File: src/rtl/multdiv_ctrl.sv
`default_nettype none
// +----------------------------------------------------------------------------+
// | Module      : multdiv_ctrl                                                 |
// | Description : Issue/stall controller between the execute stage and the     |
// |               multdiv unit. Latches one MULT/DIV, pulses its start strobe, |
// |               stalls until the result is ready (or a timeout expires), and |
// |               presents one registered writeback (result or $r30 code).     |
// | Options     : MULTDIV_DIV0_FASTPATH_EN - divide by zero completes from     |
// |               IDLE without starting multdiv.                               |
// | Revision    : 1.0 - initial release                                        |
// +----------------------------------------------------------------------------+
module multdiv_ctrl #(
  parameter int MAX_CYCLES   = 40,
  parameter int MUL_EXC_CODE = 4,
  parameter int DIV_EXC_CODE = 5
) (
  input  logic        clock,
  input  logic        reset,
  input  logic        in_valid,
  input  logic        in_is_div,
  input  logic [31:0] in_opA,
  input  logic [31:0] in_opB,
  input  logic [4:0]  in_rd,
  output logic [31:0] md_opA,
  output logic [31:0] md_opB,
  output logic        ctrl_MULT,
  output logic        ctrl_DIV,
  input  logic [31:0] md_result,
  input  logic        md_exception,
  input  logic        md_resultRDY,
  output logic        stall,
  output logic        wb_valid,
  output logic [4:0]  wb_rd,
  output logic [31:0] wb_data
);

  typedef enum logic [1:0] {
    S_IDLE  = 2'd0,
    S_START = 2'd1,
    S_WAIT  = 2'd2,
    S_DONE  = 2'd3
  } state_t;

  localparam logic [5:0]  c_CNT_LAST = 6'(MAX_CYCLES - 1);
  localparam logic [4:0]  c_EXC_RD   = 5'd30;
  localparam logic [31:0] c_MUL_EXC  = 32'(MUL_EXC_CODE);
  localparam logic [31:0] c_DIV_EXC  = 32'(DIV_EXC_CODE);

  state_t      state_q, state_d;
  logic [31:0] opa_q, opa_d;
  logic [31:0] opb_q, opb_d;
  logic [4:0]  rd_q, rd_d;
  logic        is_div_q, is_div_d;
  logic [5:0]  cnt_q, cnt_d;
  logic        ctrl_mult_q, ctrl_mult_d;
  logic        ctrl_div_q, ctrl_div_d;
  logic        wb_valid_q, wb_valid_d;
  logic [4:0]  wb_rd_q, wb_rd_d;
  logic [31:0] wb_data_q, wb_data_d;

  logic        div0_fast;
  logic [31:0] exc_code;

`ifdef MULTDIV_DIV0_FASTPATH_EN
  // A divide by zero is known to fault, so it can skip multdiv entirely.
  assign div0_fast = in_is_div & (in_opB == 32'd0);
`else
  assign div0_fast = 1'b0;
`endif

  assign exc_code = is_div_q ? c_DIV_EXC : c_MUL_EXC;

  // Next-state and registered-output logic; every _d defaults to hold/idle first.
  always_comb begin
    state_d     = state_q;
    opa_d       = opa_q;
    opb_d       = opb_q;
    rd_d        = rd_q;
    is_div_d    = is_div_q;
    cnt_d       = cnt_q;
    ctrl_mult_d = 1'b0;
    ctrl_div_d  = 1'b0;
    wb_valid_d  = 1'b0;
    wb_rd_d     = wb_rd_q;
    wb_data_d   = wb_data_q;
    case (state_q)
      S_IDLE: begin
        if (in_valid) begin
          opa_d    = in_opA;
          opb_d    = in_opB;
          rd_d     = in_rd;
          is_div_d = in_is_div;
          if (div0_fast) begin
            state_d    = S_DONE;
            wb_valid_d = 1'b1;
            wb_rd_d    = c_EXC_RD;
            wb_data_d  = c_DIV_EXC;
          end else begin
            state_d     = S_START;
            ctrl_mult_d = ~in_is_div;
            ctrl_div_d  = in_is_div;
          end
        end
      end
      S_START: begin
        // RDY here may be left over from the previous operation; ignore it.
        cnt_d   = 6'd0;
        state_d = S_WAIT;
      end
      S_WAIT: begin
        if (md_resultRDY) begin
          state_d    = S_DONE;
          wb_valid_d = 1'b1;
          if (md_exception) begin
            wb_rd_d   = c_EXC_RD;
            wb_data_d = exc_code;
          end else begin
            wb_rd_d   = rd_q;
            wb_data_d = md_result;
          end
        end else if (cnt_q == c_CNT_LAST) begin
          state_d    = S_DONE;
          wb_valid_d = 1'b1;
          wb_rd_d    = c_EXC_RD;
          wb_data_d  = exc_code;
        end else begin
          cnt_d = cnt_q + 6'd1;
        end
      end
      S_DONE: begin
        state_d = S_IDLE;
      end
      default: begin
        state_d = S_IDLE;
      end
    endcase
  end

  // State and output registers with synchronous reset.
  always_ff @(posedge clock) begin
    if (reset) begin
      state_q     <= S_IDLE;
      opa_q       <= 32'd0;
      opb_q       <= 32'd0;
      rd_q        <= 5'd0;
      is_div_q    <= 1'b0;
      cnt_q       <= 6'd0;
      ctrl_mult_q <= 1'b0;
      ctrl_div_q  <= 1'b0;
      wb_valid_q  <= 1'b0;
      wb_rd_q     <= 5'd0;
      wb_data_q   <= 32'd0;
    end else begin
      state_q     <= state_d;
      opa_q       <= opa_d;
      opb_q       <= opb_d;
      rd_q        <= rd_d;
      is_div_q    <= is_div_d;
      cnt_q       <= cnt_d;
      ctrl_mult_q <= ctrl_mult_d;
      ctrl_div_q  <= ctrl_div_d;
      wb_valid_q  <= wb_valid_d;
      wb_rd_q     <= wb_rd_d;
      wb_data_q   <= wb_data_d;
    end
  end

  // Stall drops in DONE so the instruction retires; forced low during reset.
  assign stall = ~reset & ((state_q == S_IDLE & in_valid) |
                           (state_q == S_START) | (state_q == S_WAIT));

  assign md_opA    = opa_q;
  assign md_opB    = opb_q;
  assign ctrl_MULT = ctrl_mult_q;
  assign ctrl_DIV  = ctrl_div_q;
  assign wb_valid  = wb_valid_q;
  assign wb_rd     = wb_rd_q;
  assign wb_data   = wb_data_q;

endmodule
`default_nettype wire

File: config.mk
export PLATFORM = sky130hd
export DESIGN_NAME = multdiv_ctrl
export DESIGN_NICKNAME = d
export VERILOG_FILES = /design/src/rtl/multdiv_ctrl.sv
export SDC_FILE = /design/constraint.sdc
export NUM_CORES = 1
export LEC_CHECK = 0
export ABC_AREA = 1
export BUFFER_PORTS_ARGS = -buffer_cell sky130_fd_sc_hd__buf_4
export CAP_MARGIN = 25
export CELL_PAD_IN_SITES_DETAIL_PLACEMENT = 0
export CELL_PAD_IN_SITES_GLOBAL_PLACEMENT = 1
export CORE_UTILIZATION = 33
export CTS_BUF_LIST = sky130_fd_sc_hd__clkbuf_4 sky130_fd_sc_hd__clkbuf_8
export DETAILED_ROUTE_END_ITERATION = 8
export PLACE_DENSITY = 0.88
export SYNTH_ARGS = -nofsm -noshare
export SYNTH_HDL_FRONTEND = slang
export SYNTH_SLANG_ARGS = --single-unit
File: constraint.sdc
create_clock -name clock -period 1.75 [get_ports clock]
set_clock_uncertainty 0.05 [all_clocks]
set_input_delay 0.175 -clock clock [delete_from_list [all_inputs] [get_ports clock]]
set_output_delay 0.175 -clock clock [all_outputs]
set_load 0.02 [all_outputs]
# After elaboration in Yosys (flattened, before gate mapping)
# Cells that the tools add are included.
# totals
reg_bits	118
out_inout_bits	105
wordCells	54
# classes
add_sub_neg	1
eq_ne	8
n_mux	16
bitwise_logic	9
n_reduce_logical	9
# ops
cell	n
$mux W32	3
$mux W5	3
$mux W6	2
$pmux W6 S2	1
$pmux W2 S4	1
$add A6 B1 Y6 const B	1
$eq A6 B6 Y1 const B	1
$mux W2	3
$ne A2 B2 Y1 const B	3
$reduce_and A2 Y1	3
$not A1 Y1	5
$eq A2 B2 Y1 const B	2
$reduce_bool A2 Y1	2
$mux W1	3
$ne A3 B3 Y1 const B	1
$reduce_and A3 Y1	1
$reduce_or A3 Y1	1
$and A1 B1 Y1	2
$eq A2 B1 Y1 const B	1
$logic_not A2 Y1	1
$or A1 B1 Y1	2
$reduce_or A2 Y1	1

# Longest topological paths before layout
# logic_depth
depth_word	5
ltp_mapped	8
mapped_depth_nobuf	8

# Worst setup path after synthesis
# No wires, ideal clock.
# synth_timing
kind	reg2reg
from	register state_q[0]
to	register opb_q[10], in the netlist md_opB[10]
arrival_ns	1.345
setup_slack_ns	0.239
stages_incl_launch_ff	9
path_cell_list	dfxtp_1 > inv_1 > ha_1 > nand2_2 > clkinv_1 > buf_2 > buf_2 > nor2_1 > nor2_1
# synth_via
elab_chain_len	2
# synth_lines
item	line_no	source
from (decl)	49	state_t state_q, state_d;
from (signal assigned)	154	state_q <= state_d;
$logic_not A2 Y1	86	case (state_q)
$reduce_and A2 Y1 (no line)	--	
to (signal assigned)	156	opb_q <= opb_d;
to (decl)	51	logic [31:0] opb_q, opb_d;
# No other way between the ends.
# A chain may end at the register's enable or synchronous reset.

# Worst setup path in the final report
# layout_timing
from	register state_q[0]
to	output port stall
# layout_via
elab_chain_len	5
elab_cells_between_ends	7
classes_between	eq/ne: 2; bitwise: 4; reduce/logical: 1
# layout_lines
item	line_no	source
$logic_not A2 Y1	169	assign stall = ~reset & ((state_q == S_IDLE & in_valid) |
$and A1 B1 Y1	169	
$or A1 B1 Y1	169	
$or A1 B1 Y1 *	170	(state_q == S_START) | (state_q == S_WAIT));
$and A1 B1 Y1 *	169	
to (decl)	31	output logic stall,
# Every way passes the cells marked *; elsewhere a longest branch is shown, timed or not.

==> results.cfg <==
[synth]
syn_area_sq_um = 4510
synth-seq-area-share_pct = 52.4
synth_seq_cells = 118
yosysWarnings = 0
synthCells = 556
avgSynthCellArea_sq_um = 8.11
syn_nets = 668
synth_cell_types = 30

[cts]
cts_buffers = 17
cts_tree = done
cts_sinks = 118
insertion_delay_ns = 0.43
clk_pin_slew_ns = 0.07
htree_levels = 4
cts-root-buf = clkbuf_8
clock_path_buffers = 2

[drt]
vias = 4888
drt-total-wl_microns = 14200
drt_first_pass_iters = 4
initialDrtViolationCount = 235
wl_per_cell_microns = 13.4
drcViolationCount = 0
viasPerCell = 4.62
antenna_left = 0

[floorplanning]
die_width_microns = 119
die-area_sq_um = 14100
die_h_microns = 119
coreArea_sq_um = 13300
ios = 212
start_util_pct = 33.9
row_count = 42

[place]
io_buffers = 211
place_ws_ns = 0.139
hpwl_microns = 9180
gp_congestion = 0.831

[global_route]
grtUsageTotal_pct = 20.1
grt-ovfl-total = 0
grt_pass1_vias = 4829
grt_max_degree = 44
grt_pass1_wl_microns = 22600
antenna_found_initial = 0

[power_and_ir_drop]
vdd_ir_drop_max_uv = 799
p_leak_uw = 0.00349
pwr_density_cell_nw_per_um2 = 1270

[final_layout]
multiInputGateArea_sq_um = 1900
antenna-diode-count = 0
areaGrowthSynthToFinish_pct = 72.3
nets = 982
layout-drive-gt1-share_pct = 35.3
fill_cells = 1122
regArea_sq_um = 2360

[setup_path]
path_class = reg -> out
setup.worst_path.start_class = flop
critPathMaxFanout = 5
required_ns = 1.52
endpoint_kind = output pin
arrival_ns = 1.46

[sta]
fin_setup_tns_ns = 0
timing.final.crit_period_ns = 1.69
worst_slew_pin_slew_ns = 0.366
hold_viol = 0
slew_headroom_pct = 75.6
fmax_mhz = 593
setup_viol = 0
timing.final.ws_setup_ns = 0.0648
slew_viol_final = 0
period_share_pct = 96.3

[outcome]
status = completed

[flow_run]
maxCapViolations = 0

[worst_hold_path]
hold_class = in -> reg
==> area by class of cell <==
class	count	share of cell area [%]
clock buffer	24	4.01
clock inverter	8	1.55
inverter	16	0.773
multi-input combinational	385	24.4
sequential	118	30.4
tap	176	2.84
timing repair buffer	332	36.0
==> sequential cells by signal, indices dropped and copies added, names as in the netlist, 2 cells and up <==
name     flops
md_opA      32
md_opB      32
wb_data     32
cnt_q        6
rd_q         5
wb_rd        5
state_q      2
==> final timing paths <==
check | endpoint | startpoint | slack (ns) | cells after the start
max | stall | state_q[0] | 0.06 | 5
min reg2reg | wb_rd[3] | wb_rd[3] | 0.42 | 2
max reg2reg | wb_data[7] | cnt_q[1] | 0.18 | 7
min | md_opA[7] | in_opA[7] | 0.04 | 3
==> power breakdown <==
group / switching (uW) / total (uW) / internal [uW]
clock: 1070 / 2670 / 1600
combinational: 2080 / 3630 / 1550
sequential: 316 / 3550 / 3240
==> kinds of logic (layout without fill, tap and decap cells) <==
kind of cell / after synthesis / after routing / synth area share [%]
buffers and inverters: 53 / 380 / 6.44
xor gates and xnor gates: 1 / 1 / 0.194
adders and majority gates: 5 / 5 / 1.39
DFF: 118 / 118 / 52.4
and+or+nand+nor: 256 / 256 / 23.4
AOI/OAI and AO/OA: 123 / 123 / 16.2
==> cell usage in the layout (no fill, tap or decap) <==
master,Yosys,routed
dfxtp_2,0,2
bufinv_16,0,3
nand2_2,1,1
nand2_4,2,3
nor2_2,2,2
inv_1,14,10
nand3_1,33,33
or2_1,1,1
dfxtp_1,118,116
clkinv_2,0,3
a31o_2,1,1
ha_1,5,3
a31oi_2,0,1
ha_4,0,2
nand4_1,3,3
nor2_1,149,149
o21ai_0,78,78
clkinvlp_4,0,2
o21ai_1,2,2
dlygate4sd3_1,0,101
o21ai_2,29,29
nand3b_1,1,1
xor2_1,1,1
clkbuf_8,3,21
inv_2,1,6
clkbuf_4,0,3
nand2_1,61,60
nand3_2,1,1
nor2_4,1,1
buf_12,0,4
nor3b_1,1,1
a21oi_1,12,12
buf_4,3,227
==> critical path: stages, from the launching register on <==
cell and delay (ns):
dfxtp_2 0.33, inv_2 0.11, ha_4 0.17, inv_2 0.07, a31oi_2 0.19, buf_4 0.17
==> per-layer routing <==
layer  up-vias  GRT usage [%]  share of wire, %
met5         -              0                 0
met4         0           9.97               2.5
met3        31           7.52               7.6
met2       187           34.6                50
met1      2234           21.6                40
li1       2436              -                 -
==> timing repair <==
| action | 4_1_cts | 5_1_grt |
|---|---|---|
| endpoints found under the hold margin | 110 | 0 |
| buffers inserted | 0 | 4 |
| endpoints found under the setup margin | 1 | 6 |
| resized for setup | 8 | 4 |
| pin swaps | 1 | 1 |
| hold buffers | 101 | 0 |
==> synthesized netlist by cell type <==
master	n	share of area [%]
a31oi_1	1	0.14
o21ai_2	29	5.6
buf_2	4	0.44
buf_1	1	0.083
nor2_2	2	0.28
nand3b_1	1	0.17
o21ai_1	2	0.22
buf_4	3	0.50
clkbuf_1	20	1.7
nand2_4	2	0.50
o21ai_0	78	8.7
nand3_2	1	0.22
nand2_2	1	0.14
nor2_1	149	12
or2_1	1	0.14
nand3_1	33	3.7
buf_6	6	1.5
a31o_2	1	0.19
nand2_1	61	5.1
nor3b_1	1	0.17
a21oi_1	12	1.3
clkbuf_8	3	0.92
nand4_1	3	0.42
dfxtp_1	118	52
ha_1	5	1.4
inv_1	14	1.2
inv_2	1	0.083
xor2_1	1	0.19
nor2_4	1	0.25
clkinv_1	1	0.083
==> per-stage QoR <==
stage               util, %  power, uW  std cells  hold slack, ns  cell area [sq um]
finish                 58.4       9850       1059          0.0409               7770
global route           58.4      10400       1059          0.0297               7770
CTS                    58.1       9790       1055         0.00688               7720
detailed placement     47.0       6870        922           0.295               6250
global placement       47.0       6780        922           0.294               6250
floorplan                 -       5510        556           0.197               4510
No activity file was read; power rests on OpenSTA's default activity.
